### config.mk
export PLATFORM = sky130hd
export DESIGN_NAME = snake_engine
export DESIGN_NICKNAME = d
export VERILOG_FILES = /design/src/rtl/snake_pkg.sv /design/src/rtl/snake_engine_collide.sv /design/src/rtl/snake_engine.sv
export SDC_FILE = /design/constraint.sdc
export NUM_CORES = 2
export LEC_CHECK = 0
export CAP_MARGIN = 0
export CORE_ASPECT_RATIO = 0.5
export CORE_MARGIN = 5
export CORE_UTILIZATION = 35
export DETAILED_ROUTE_END_ITERATION = 10
export MAX_ROUTING_LAYER = met4
export PLACE_DENSITY_LB_ADDON = 0.15
export REMOVE_ABC_BUFFERS = 1
export SLEW_MARGIN = 20
export SYNTH_ARGS = -nofsm -noshare
export SYNTH_HDL_FRONTEND = slang
export SYNTH_SLANG_ARGS = --single-unit
export TNS_END_PERCENT = 10
### constraint.sdc
create_clock -name clk -period 3.9 [get_ports clk]
set_clock_uncertainty 0.1 [all_clocks]
set_input_delay 0.78 -clock clk [delete_from_list [all_inputs] [get_ports clk]]
set_output_delay 0.78 -clock clk [all_outputs]
set_load 0.05 [all_outputs]
### src/rtl/snake_pkg.sv
// Shared encodings, field geometry and reset coordinates for the snake game core.
package snake_pkg;

    localparam int SEG_W        = 11;
    localparam int MAX_SEGMENTS = 23;
    localparam int GRID         = 32;

    localparam logic [SEG_W-1:0] X_MIN = 11'd16;
    localparam logic [SEG_W-1:0] X_MAX = 11'd1392;
    localparam logic [SEG_W-1:0] Y_MIN = 11'd16;
    localparam logic [SEG_W-1:0] Y_MAX = 11'd848;

    localparam logic [SEG_W-1:0] RST_X0 = 11'd688;
    localparam logic [SEG_W-1:0] RST_X1 = 11'd656;
    localparam logic [SEG_W-1:0] RST_X2 = 11'd624;
    localparam logic [SEG_W-1:0] RST_Y  = 11'd432;

    typedef enum logic [1:0] {
        DIR_UP    = 2'b00,
        DIR_DOWN  = 2'b01,
        DIR_LEFT  = 2'b10,
        DIR_RIGHT = 2'b11
    } dir_e;

    typedef enum logic [2:0] {
        ST_IDLE   = 3'd0,
        ST_RUN    = 3'd1,
        ST_STEP   = 3'd2,
        ST_COMMIT = 3'd3,
        ST_DEAD   = 3'd4,
        ST_WON    = 3'd5
    } state_e;

    function automatic dir_e opposite_dir(input dir_e d);
        case (d)
            DIR_UP:    return DIR_DOWN;
            DIR_DOWN:  return DIR_UP;
            DIR_LEFT:  return DIR_RIGHT;
            DIR_RIGHT: return DIR_LEFT;
            default:   return DIR_LEFT;
        endcase
    endfunction

endpackage

### src/rtl/snake_engine_collide.sv
// Combinational collision checks for a candidate head cell against field, wall, apple and body.
module snake_collide
    import snake_pkg::*;
#(
    parameter int MAX_SEG = MAX_SEGMENTS
) (
    input  logic [SEG_W-1:0]         cand_x,
    input  logic [SEG_W-1:0]         cand_y,
    input  logic [MAX_SEG*SEG_W-1:0] seg_x,
    input  logic [MAX_SEG*SEG_W-1:0] seg_y,
    input  logic [5:0]               length,
    input  logic [SEG_W-1:0]         apple_x,
    input  logic [SEG_W-1:0]         apple_y,
    input  logic [SEG_W-1:0]         wall_x,
    input  logic [SEG_W-1:0]         wall_y,
    output logic                     border,
    output logic                     wall,
    output logic                     self_hit,
    output logic                     eat
);

    // Underflow past the top/left edge wraps high and is caught by the upper bound.
    always_comb begin
        border   = (cand_x < X_MIN) || (cand_x > X_MAX) || (cand_y < Y_MIN) || (cand_y > Y_MAX);
        wall     = (cand_x == wall_x) && (cand_y == wall_y);
        eat      = (cand_x == apple_x) && (cand_y == apple_y);
        self_hit = 1'b0;
        for (int i = 1; i < MAX_SEG; i++) begin
            self_hit = self_hit
                     | ((seg_x[i*SEG_W +: SEG_W] == cand_x) && (seg_y[i*SEG_W +: SEG_W] == cand_y)
                        && ((i < int'(length) - 1) || (eat && (i == int'(length) - 1))));
        end
    end

endmodule

### src/rtl/snake_engine.sv
// Snake game-state core: direction input, tick-driven moves, collision/eat handling, win/lose.
module snake_engine #(
    parameter int MAX_SEGMENTS = snake_pkg::MAX_SEGMENTS,
    parameter int WIN_LEN      = 23,
    parameter int INIT_LEN     = 3,
    parameter int GRID         = snake_pkg::GRID
) (
    input  logic                        clk,
    input  logic                        rst,
    input  logic                        tick,
    input  logic                        btn_up,
    input  logic                        btn_down,
    input  logic                        btn_left,
    input  logic                        btn_right,
    input  logic [10:0]                 applepos_x,
    input  logic [10:0]                 applepos_y,
    input  logic [10:0]                 wallpos_x,
    input  logic [10:0]                 wallpos_y,
    output logic [MAX_SEGMENTS*11-1:0]  snakepos_x,
    output logic [MAX_SEGMENTS*11-1:0]  snakepos_y,
    output logic [5:0]                  length,
    output logic [1:0]                  head_dir,
    output logic                        apple_eaten,
    output logic                        lose,
    output logic                        win
);
    import snake_pkg::*;

    localparam int BUS_W = MAX_SEGMENTS * SEG_W;
    localparam logic [BUS_W-1:0] RST_BUS_X = BUS_W'({RST_X2, RST_X1, RST_X0});
    localparam logic [BUS_W-1:0] RST_BUS_Y = BUS_W'({RST_Y, RST_Y, RST_Y});

    state_e            state_q, state_d;
    dir_e              pending_dir_q, pending_dir_d;
    dir_e              head_dir_q, head_dir_d;
    logic [5:0]        length_q, length_d;
    logic [BUS_W-1:0]  seg_x_q, seg_x_d, seg_y_q, seg_y_d;
    logic [SEG_W-1:0]  cand_x_q, cand_x_d, cand_y_q, cand_y_d;
    logic              border_q, border_d, wall_q, wall_d, self_q, self_d, eat_q, eat_d;
    logic              lose_q, lose_d, win_q, win_d, apple_eaten_q, apple_eaten_d;
    logic              btn_valid;
    dir_e              btn_req;
    logic [SEG_W-1:0]  next_x, next_y;
    logic              hit_border, hit_wall, hit_self, hit_eat;
    logic              collision;

    snake_collide #(.MAX_SEG(MAX_SEGMENTS)) u_collide (
        .cand_x   (next_x),
        .cand_y   (next_y),
        .seg_x    (seg_x_q),
        .seg_y    (seg_y_q),
        .length   (length_q),
        .apple_x  (applepos_x),
        .apple_y  (applepos_y),
        .wall_x   (wallpos_x),
        .wall_y   (wallpos_y),
        .border   (hit_border),
        .wall     (hit_wall),
        .self_hit (hit_self),
        .eat      (hit_eat)
    );

    // Button priority encoder and candidate head cell for the pending direction.
    always_comb begin
        btn_valid = btn_up | btn_down | btn_left | btn_right;
        if (btn_up)        btn_req = DIR_UP;
        else if (btn_down) btn_req = DIR_DOWN;
        else if (btn_left) btn_req = DIR_LEFT;
        else               btn_req = DIR_RIGHT;
        next_x = seg_x_q[SEG_W-1:0];
        next_y = seg_y_q[SEG_W-1:0];
        case (pending_dir_q)
            DIR_UP:    next_y = seg_y_q[SEG_W-1:0] - SEG_W'(GRID);
            DIR_DOWN:  next_y = seg_y_q[SEG_W-1:0] + SEG_W'(GRID);
            DIR_LEFT:  next_x = seg_x_q[SEG_W-1:0] - SEG_W'(GRID);
            DIR_RIGHT: next_x = seg_x_q[SEG_W-1:0] + SEG_W'(GRID);
            default:   next_x = seg_x_q[SEG_W-1:0];
        endcase
        collision = border_q | wall_q | self_q;
    end

    // State register.
    always_ff @(posedge clk) begin
        if (rst) state_q <= ST_IDLE;
        else     state_q <= state_d;
    end

    // Next-state logic.
    always_comb begin
        state_d = state_q;
        case (state_q)
            ST_IDLE:   state_d = btn_valid ? ST_RUN : ST_IDLE;
            ST_RUN:    state_d = tick ? ST_STEP : ST_RUN;
            ST_STEP:   state_d = ST_COMMIT;
            ST_COMMIT: begin
                if (collision)                    state_d = ST_DEAD;
                else if (length_d == 6'(WIN_LEN)) state_d = ST_WON;
                else                              state_d = ST_RUN;
            end
            ST_DEAD:   state_d = ST_DEAD;
            ST_WON:    state_d = ST_WON;
            default:   state_d = ST_IDLE;
        endcase
    end

    // Datapath next values: direction capture, STEP evaluation, COMMIT update.
    always_comb begin
        pending_dir_d = pending_dir_q;
        head_dir_d    = head_dir_q;
        length_d      = length_q;
        seg_x_d       = seg_x_q;
        seg_y_d       = seg_y_q;
        cand_x_d      = cand_x_q;
        cand_y_d      = cand_y_q;
        border_d      = border_q;
        wall_d        = wall_q;
        self_d        = self_q;
        eat_d         = eat_q;
        lose_d        = lose_q;
        win_d         = win_q;
        apple_eaten_d = 1'b0;
        if (btn_valid && (btn_req != opposite_dir(head_dir_q))) pending_dir_d = btn_req;
        else                                                     pending_dir_d = pending_dir_q;
        case (state_q)
            ST_STEP: begin
                head_dir_d = pending_dir_q;
                cand_x_d   = next_x;
                cand_y_d   = next_y;
                border_d   = hit_border;
                wall_d     = hit_wall;
                self_d     = hit_self;
                eat_d      = hit_eat;
            end
            ST_COMMIT: begin
                if (collision) begin
                    lose_d = 1'b1;
                end else begin
                    seg_x_d = {seg_x_q[BUS_W-SEG_W-1:0], cand_x_q};
                    seg_y_d = {seg_y_q[BUS_W-SEG_W-1:0], cand_y_q};
                    if (eat_q) begin
                        length_d      = (length_q < 6'(MAX_SEGMENTS)) ? length_q + 6'd1 : length_q;
                        apple_eaten_d = 1'b1;
                    end else begin
                        length_d      = length_q;
                    end
                    win_d = (length_d == 6'(WIN_LEN));
                end
            end
            default: head_dir_d = head_dir_q;
        endcase
    end

    // Datapath registers.
    always_ff @(posedge clk) begin
        if (rst) begin
            pending_dir_q <= DIR_RIGHT;
            head_dir_q    <= DIR_RIGHT;
            length_q      <= 6'(INIT_LEN);
            seg_x_q       <= RST_BUS_X;
            seg_y_q       <= RST_BUS_Y;
            cand_x_q      <= 11'd0;
            cand_y_q      <= 11'd0;
            border_q      <= 1'b0;
            wall_q        <= 1'b0;
            self_q        <= 1'b0;
            eat_q         <= 1'b0;
            lose_q        <= 1'b0;
            win_q         <= 1'b0;
            apple_eaten_q <= 1'b0;
        end else begin
            pending_dir_q <= pending_dir_d;
            head_dir_q    <= head_dir_d;
            length_q      <= length_d;
            seg_x_q       <= seg_x_d;
            seg_y_q       <= seg_y_d;
            cand_x_q      <= cand_x_d;
            cand_y_q      <= cand_y_d;
            border_q      <= border_d;
            wall_q        <= wall_d;
            self_q        <= self_d;
            eat_q         <= eat_d;
            lose_q        <= lose_d;
            win_q         <= win_d;
            apple_eaten_q <= apple_eaten_d;
        end
    end

    assign snakepos_x  = seg_x_q;
    assign snakepos_y  = seg_y_q;
    assign length      = length_q;
    assign head_dir    = head_dir_q;
    assign apple_eaten = apple_eaten_q;
    assign lose        = lose_q;
    assign win         = win_q;

endmodule

Word level (Yosys, flattened, before mapping)
Cells that the tools add are included.
{ "op_classes": {"n_addsub": 6, "magnitude_cmp": 27, "n_eq_ne": 84, "muxes": 18, "n_bitwise": 28, "n_reduce_logical": 100} }
{ "op_table": {"columns": ["operator", "n"], "rows": [
  ["$eq A11 B11 Y1", 48],
  ["$eq A5 B32 Y1 const A", 8],
  ["$lt A5 B32 Y1 const A", 8],
  ["$eq A6 B32 Y1 const A", 7],
  ["$lt A6 B32 Y1 const A", 7],
  ["$eq A4 B32 Y1 const A", 4],
  ["$lt A4 B32 Y1 const A", 4],
  ["$logic_and A1 B1 Y1", 69],
  ["$eq A3 B32 Y1 const A", 2],
  ["$lt A3 B32 Y1 const A", 2],
  ["$pmux W11 S2", 2],
  ["$mux W6", 6],
  ["$eq A2 B32 Y1 const A", 1],
  ["$lt A2 B32 Y1 const A", 1],
  ["$or A1 B1 Y1", 26],
  ["$logic_or A1 B1 Y1", 25],
  ["$add A11 B6 Y11 const B", 2],
  ["$lt A11 B5 Y1 const B", 2],
  ["$sub A11 B6 Y11 const B", 2],
  ["$pmux W3 S6", 1],
  ["$eq A6 B5 Y1 const B", 2],
  ["$gt A11 B10 Y1 const B", 1],
  ["$gt A11 B11 Y1 const B", 1],
  ["$eq A2 B2 Y1 const B", 4],
  ["17 further kinds", 28]
]} }
{ "word_totals": {"regBits": 548, "inputBits": 51, "word_cells": 278} }

Longest topological paths before layout
{ "depth": {"word_depth": 28, "ltp_mapped": 18, "mapped_depth_nobuf": 14} }

Modules after synthesis
Synthesis repeated with hierarchy kept, for this count alone.
{ "unflattened": {"hier_cells": 3405, "area_unflattened_um2": 26656.8} }
{ "by_module_without_submodules": {"columns": ["mod", "n_inst", "cells_per_inst", "area_each_um2", "seq_area_each_um2"], "rows": [
  ["snake_engine", 1, 2488, 19672.6, 10970.5],
  ["snake_collide", 1, 917, 6984.2, 0.0]
]} }

Worst setup path before layout
OpenSTA, ideal clock, no wires.
{ "synth_path": {"kind": "reg2reg", "startpoint": "register seg_y_q[6], in the netlist snakepos_y[6]", "endpoint": "register self_q", "setup_time_ns": 0.077, "arrival_ns": 3.990, "required_time_ns": 3.723, "slack_ns": -0.266, "path_stages_with_launch": 17, "path_buffers": 4, "period_less_slack_ns": 4.166, "cell_sequence": "dfxtp_1 > clkbuf_1 > inv_1 > fa_1 > buf_2 > nor2b_1 > clkbuf_2 > nor2_2 > buf_2 > xor2_1 > nor4_1 > nand4_1 > nor4b_1 > a41oi_1 > o22ai_1 > nor4_2 > a41oi_2"} }
{ "synth_via": {"elab_chain_len": 28, "word_cells_on_any_way": 136} }
{ "synth_lines": {"columns": ["item", "line", "rtl"], "rows": [
  ["from (decl)", "snake_engine.sv:37", "logic [BUS_W-1:0] seg_x_q, seg_x_d, seg_y_q, seg_y_d;"],
  ["from (signal assigned)", "snake_engine.sv:175", "seg_y_q <= seg_y_d;"],
  ["$add A11 B6 Y11 / $sub A11 B6 Y11 (equally long branches)", "snake_engine.sv:74, snake_engine.sv:73", null],
  ["$pmux W11 S2 *", "snake_engine.sv:72", "case (pending_dir_q)"],
  ["$eq A11 B11 Y1", "snake_engine_collide.sv:26", "eat = (cand_x == apple_x) && (cand_y == apple_y);"],
  ["$logic_and A1 B1 Y1", "snake_engine_collide.sv:26", null],
  ["$logic_and A1 B1 Y1", "snake_engine_collide.sv:31", "&& ((i < int'(length) - 1) || (eat && (i == int'(length) - 1))));"],
  ["$logic_or A1 B1 Y1", "snake_engine_collide.sv:31", null],
  ["$logic_and A1 B1 Y1", "snake_engine_collide.sv:31", null],
  ["$or A1 B1 Y1 (20 in a row)", "snake_engine_collide.sv:30", "| ((seg_x[i*SEG_W +: SEG_W] == cand_x) && (seg_y[i*SEG_W +: SEG_W] == cand_y)"],
  ["$or A1 B1 Y1 *", "snake_engine_collide.sv:30", null],
  ["to (signal assigned)", "snake_engine.sv:180", "self_q <= self_d;"],
  ["to (decl)", "snake_engine.sv:39", "logic border_q, border_d, wall_q, wall_d, self_q, self_d, eat_q, eat_d;"]
]} }
Mark *: on every way between the ends. The rest lies on a longest branch, timed or not.
A chain may end at the register's enable or synchronous reset.

Final worst setup path
{ "layout_path": {"startpoint": "register pending_dir_q[1]", "endpoint": "register self_q"} }
{ "layout_via": {"elab_chain_len": 28, "word_cells_on_any_way": 162} }
{ "layout_lines": {"columns": ["item", "line", "rtl"], "rows": [
  ["from (decl)", "snake_engine.sv:34", "dir_e pending_dir_q, pending_dir_d;"],
  ["from (signal assigned)", "snake_engine.sv:171", "pending_dir_q <= pending_dir_d;"],
  ["$eq A2 B2 Y1 (tied with other cells)", "snake_engine.sv:72", null],
  ["$pmux W11 S2", "snake_engine.sv:72", null],
  ["$eq A11 B11 Y1", "snake_engine_collide.sv:26", null],
  ["$logic_and A1 B1 Y1", "snake_engine_collide.sv:26", null],
  ["$logic_and A1 B1 Y1", "snake_engine_collide.sv:31", null],
  ["$logic_or A1 B1 Y1", "snake_engine_collide.sv:31", null],
  ["$logic_and A1 B1 Y1", "snake_engine_collide.sv:31", null],
  ["$or A1 B1 Y1 (20 in a row)", "snake_engine_collide.sv:30", null],
  ["$or A1 B1 Y1 *", "snake_engine_collide.sv:30", null]
]} }
Marks and branches as above.

==> results.toml <==
[floorplan]
die_h_um = 213.8
core.rowCount = 74
core_area_um2 = 81940
io_pins = 568
start_util = 0.3548
die_w_um = 417.6
dieArea_um2 = 89290

[layout]
num-fill-cells = 8020
drive_gt1_frac = 0.1159
nets = 4477
fin_util = 0.4847
syn_to_final_growth_pct = 36.61
final_cell_mix = "nand2_1, clkdlybuf4s50_1, a21oi_1, dfxtp_1, xnor2_1"
final_cells = 5557
fin_area_um2 = 39720
layout_commonest_cell = "nand2_1"

[synthesis]
synth.avg_cell_area_um2 = 7.661
syn_area_um2 = 29080
synth_edf_count = 0
synth_top_area_share = 0.3773
ys_seq_elements = 548
synthArstFlopShare = 0
synth_top_cell_by_area = "dfxtp_1"
yosys_warnings = 0
synthFlopType = "dfxtp_1"
synth_area_leaders = "dfxtp_1, nand2_1, a21oi_1"
ys_seq_area_frac = 0.3773
synth_cell_types = 101
syn_inst = 3795

[clock_network]
clock_path_buffers = 3
hold_buffers = 0
cts_buffers = 55
path_clk_slew_ns = 0.08
clkLatencyLatePin_ns = 0.69
cts_tree = "yes"
htreeDepth = 2
clock-sinks = 548
cts_root_buf = "clkbuf_16"

[timing]
maxSlewHeadroom = 0.2560
tightest_slew_ns = 1.116
finalSetupViolCount = 0
min_period_over_period = 0.9764
fin_hold_ws_ns = 0.3486
finalHoldViolCount = 0
post-route-min-period_ns = 3.808
max_freq_mhz = 262.6
drv_slew = 0

[grt]
grt_pass1_vias = 27400
grt_max_degree = 227
antenna_found_initial = 0
grt_usage = 0.3019
grt_first_pass_wirelength_um = 196500
grt-ovfl-total = 0

[place]
gp_congestion = 0.9718
dpl.cell_count = 5422
dp.final_hpwl_um = 103300
post_dp_cell_area_um2 = 36990
place.port_buffers = 567

[route]
num_vias = 30100
routed_wl_um = 139700
routedWlPerCell_um = 25.13
drc = 0
avgViaCountPerCell = 5.417
drt_iter0_markers = 3082
antenna_left = 0
dr.pass1.iters = 6

[hold_path]
hold_path.class = "flop to flop"
hold_path_depth = 2
hp-start = "cand_y_q[0]"
worstHoldEndpoint = "snakepos_y[0]"

[setup_path]
cpMostUsedCell = "buf_4"
cp_data_required_time_ns = 4.37
worst_r2r_endpoint = "self_q"
timing.rr.start = "pending_dir_q[1]"
worstPathMaxFanout = 6
slowest_stage = "or3b_2"
r2r_slack_ns = 0.09
cp-start-kind = "flop"
reg2regPathDepth = 17
path_cells = "buf_4, nand2_2, buf_6, ha_2, or3b_2, a31oi_4, a211oi_4, buf_12, buf_4, xor2_1, nand3_2, nor4b_2, buf_4, a41oi_1, o22ai_2, nor4_4, a41oi_2"
critical_path_class = "flop to flop"
cp.arrival_ns = 4.28
slowest_delay_ns = 0.51
cp-end-kind = "flop"

[run]
maxCapViolCount = 0

[power]
p_int_mw = 9.625
clkPwrFrac = 0.404
powerDensity_nw_per_um2 = 346.5
seqPwrFrac = 0.411
switching_share = 0.3008
p_sw_mw = 4.140
ir_drop_uv = 326.7
combPwrFrac = 0.185
leakagePower_nw = 13.92

[run_status]
outcome = "complete, no violations"
[worst max-delay path: cells and delay by family (launching register included)]
| kind | cells | cell delay (ns) |
|---|---|---|
| DFF | 1 | 0.35 |
| adders and majority gates | 1 | 0.31 |
| and+or+nand+nor | 5 | 1.15 |
| xor gates and xnor gates | 1 | 0.20 |
| AOI/OAI and AO/OA | 5 | 0.79 |
| buffers and inverters | 5 | 0.83 |
[through the flow]
stage / setup TNS, ns / power (mW) / setup slack [ns]
floorplan: -6973.81 / 7.001 / -15.48
detailed placement: -0.2479 / 8.020 / -0.2479
CTS: 0 / 13.56 / 0.004961
global placement: -0.2541 / 8.003 / -0.2541
global route: -0.05878 / 14.20 / -0.05878
finish: 0 / 13.76 / 0.09189
[Yosys cell counts, types with 12 or more instances]
master     instances
xor2_1           255
nor3_1            52
nand4_1           56
nand2_1         1103
o211ai_1          26
or3_1             14
buf_4             26
dfxtp_1          548
a31oi_1           21
nor2_1            97
nand3_1           67
o2111ai_1         12
ha_1              14
clkbuf_1         207
xnor2_1          277
inv_1             16
nor2b_1           17
nand2b_1          18
a211oi_1          22
buf_2             46
nor4_1            70
o21ai_0           45
a21oi_1          541
[how the worst max path moves through the flow]
| stage | start | to |
|---|---|---|
| after floorplan | self_q | state_q[2] |
| final | pending_dir_q[1] | self_q |
| after global routing | pending_dir_q[1] | self_q |
| after CTS | pending_dir_q[1] | self_q |
| after global placement | pending_dir_q[1] | self_q |
| after detailed placement | pending_dir_q[1] | self_q |
[sequential cells by signal, summed over array words and instances, names as in the netlist, 2 cells and up]
register and flops:
state_q 3, snakepos_x 253, head_dir 2, pending_dir_q 2
snakepos_y 253, cand_y_q 11, cand_x_q 11, length 6
[power groups by stage]
stage	clock (mW)	combinational, mW	sequential [mW]
2_1_floorplan	0	1.13	5.87
3_3_place_gp	0	2.22	5.79
3_5_place_dp	0	2.23	5.79
4_1_cts	5.64	2.27	5.66
5_1_grt	5.88	2.66	5.66
6_report	5.56	2.54	5.66
[cell type report]
cell class	instances	area [um^2]	area share
well taps	1102	1379	0.03471
clock buffers	79	1598	0.04023
flip-flops and latches	548	10990	0.2767
inverters	20	75.07	0.001890
multi-input cells	2924	17230	0.4338
repair buffers	861	8208	0.2066
clock inverters	22	235.2	0.005922
diodes	1	2.502	0.00006300
[kinds of logic after synthesis]
family,Yosys count,synth area share
adders and majority gates,16,0.007402
muxes,16,0.007444
and+or+nand+nor,1582,0.2379
DFF,548,0.3773
AOI/OAI and AO/OA,770,0.1537
buffers and inverters,323,0.05048
xor gates and xnor gates,540,0.1658
[metal layers]
metal	global-route usage	vias to the layer above	share of wire
li1	-	14010	-
met2	0.4742	1169	0.45
met1	0.4094	14730	0.44
met3	0.05168	195	0.075
met5	-	-	0
met4	0.06844	0	0.027
[timing repair]
| item | 4_1_cts | 5_1_grt |
|---|---|---|
| gates cloned | 0 | 2 |
| buffers inserted | 0 | 31 |
| endpoints found under the setup margin | 1 | 1 |
| resized for setup | 16 | 82 |
| pin swaps | 6 | 29 |
Power figures use the tool's default switching activity.
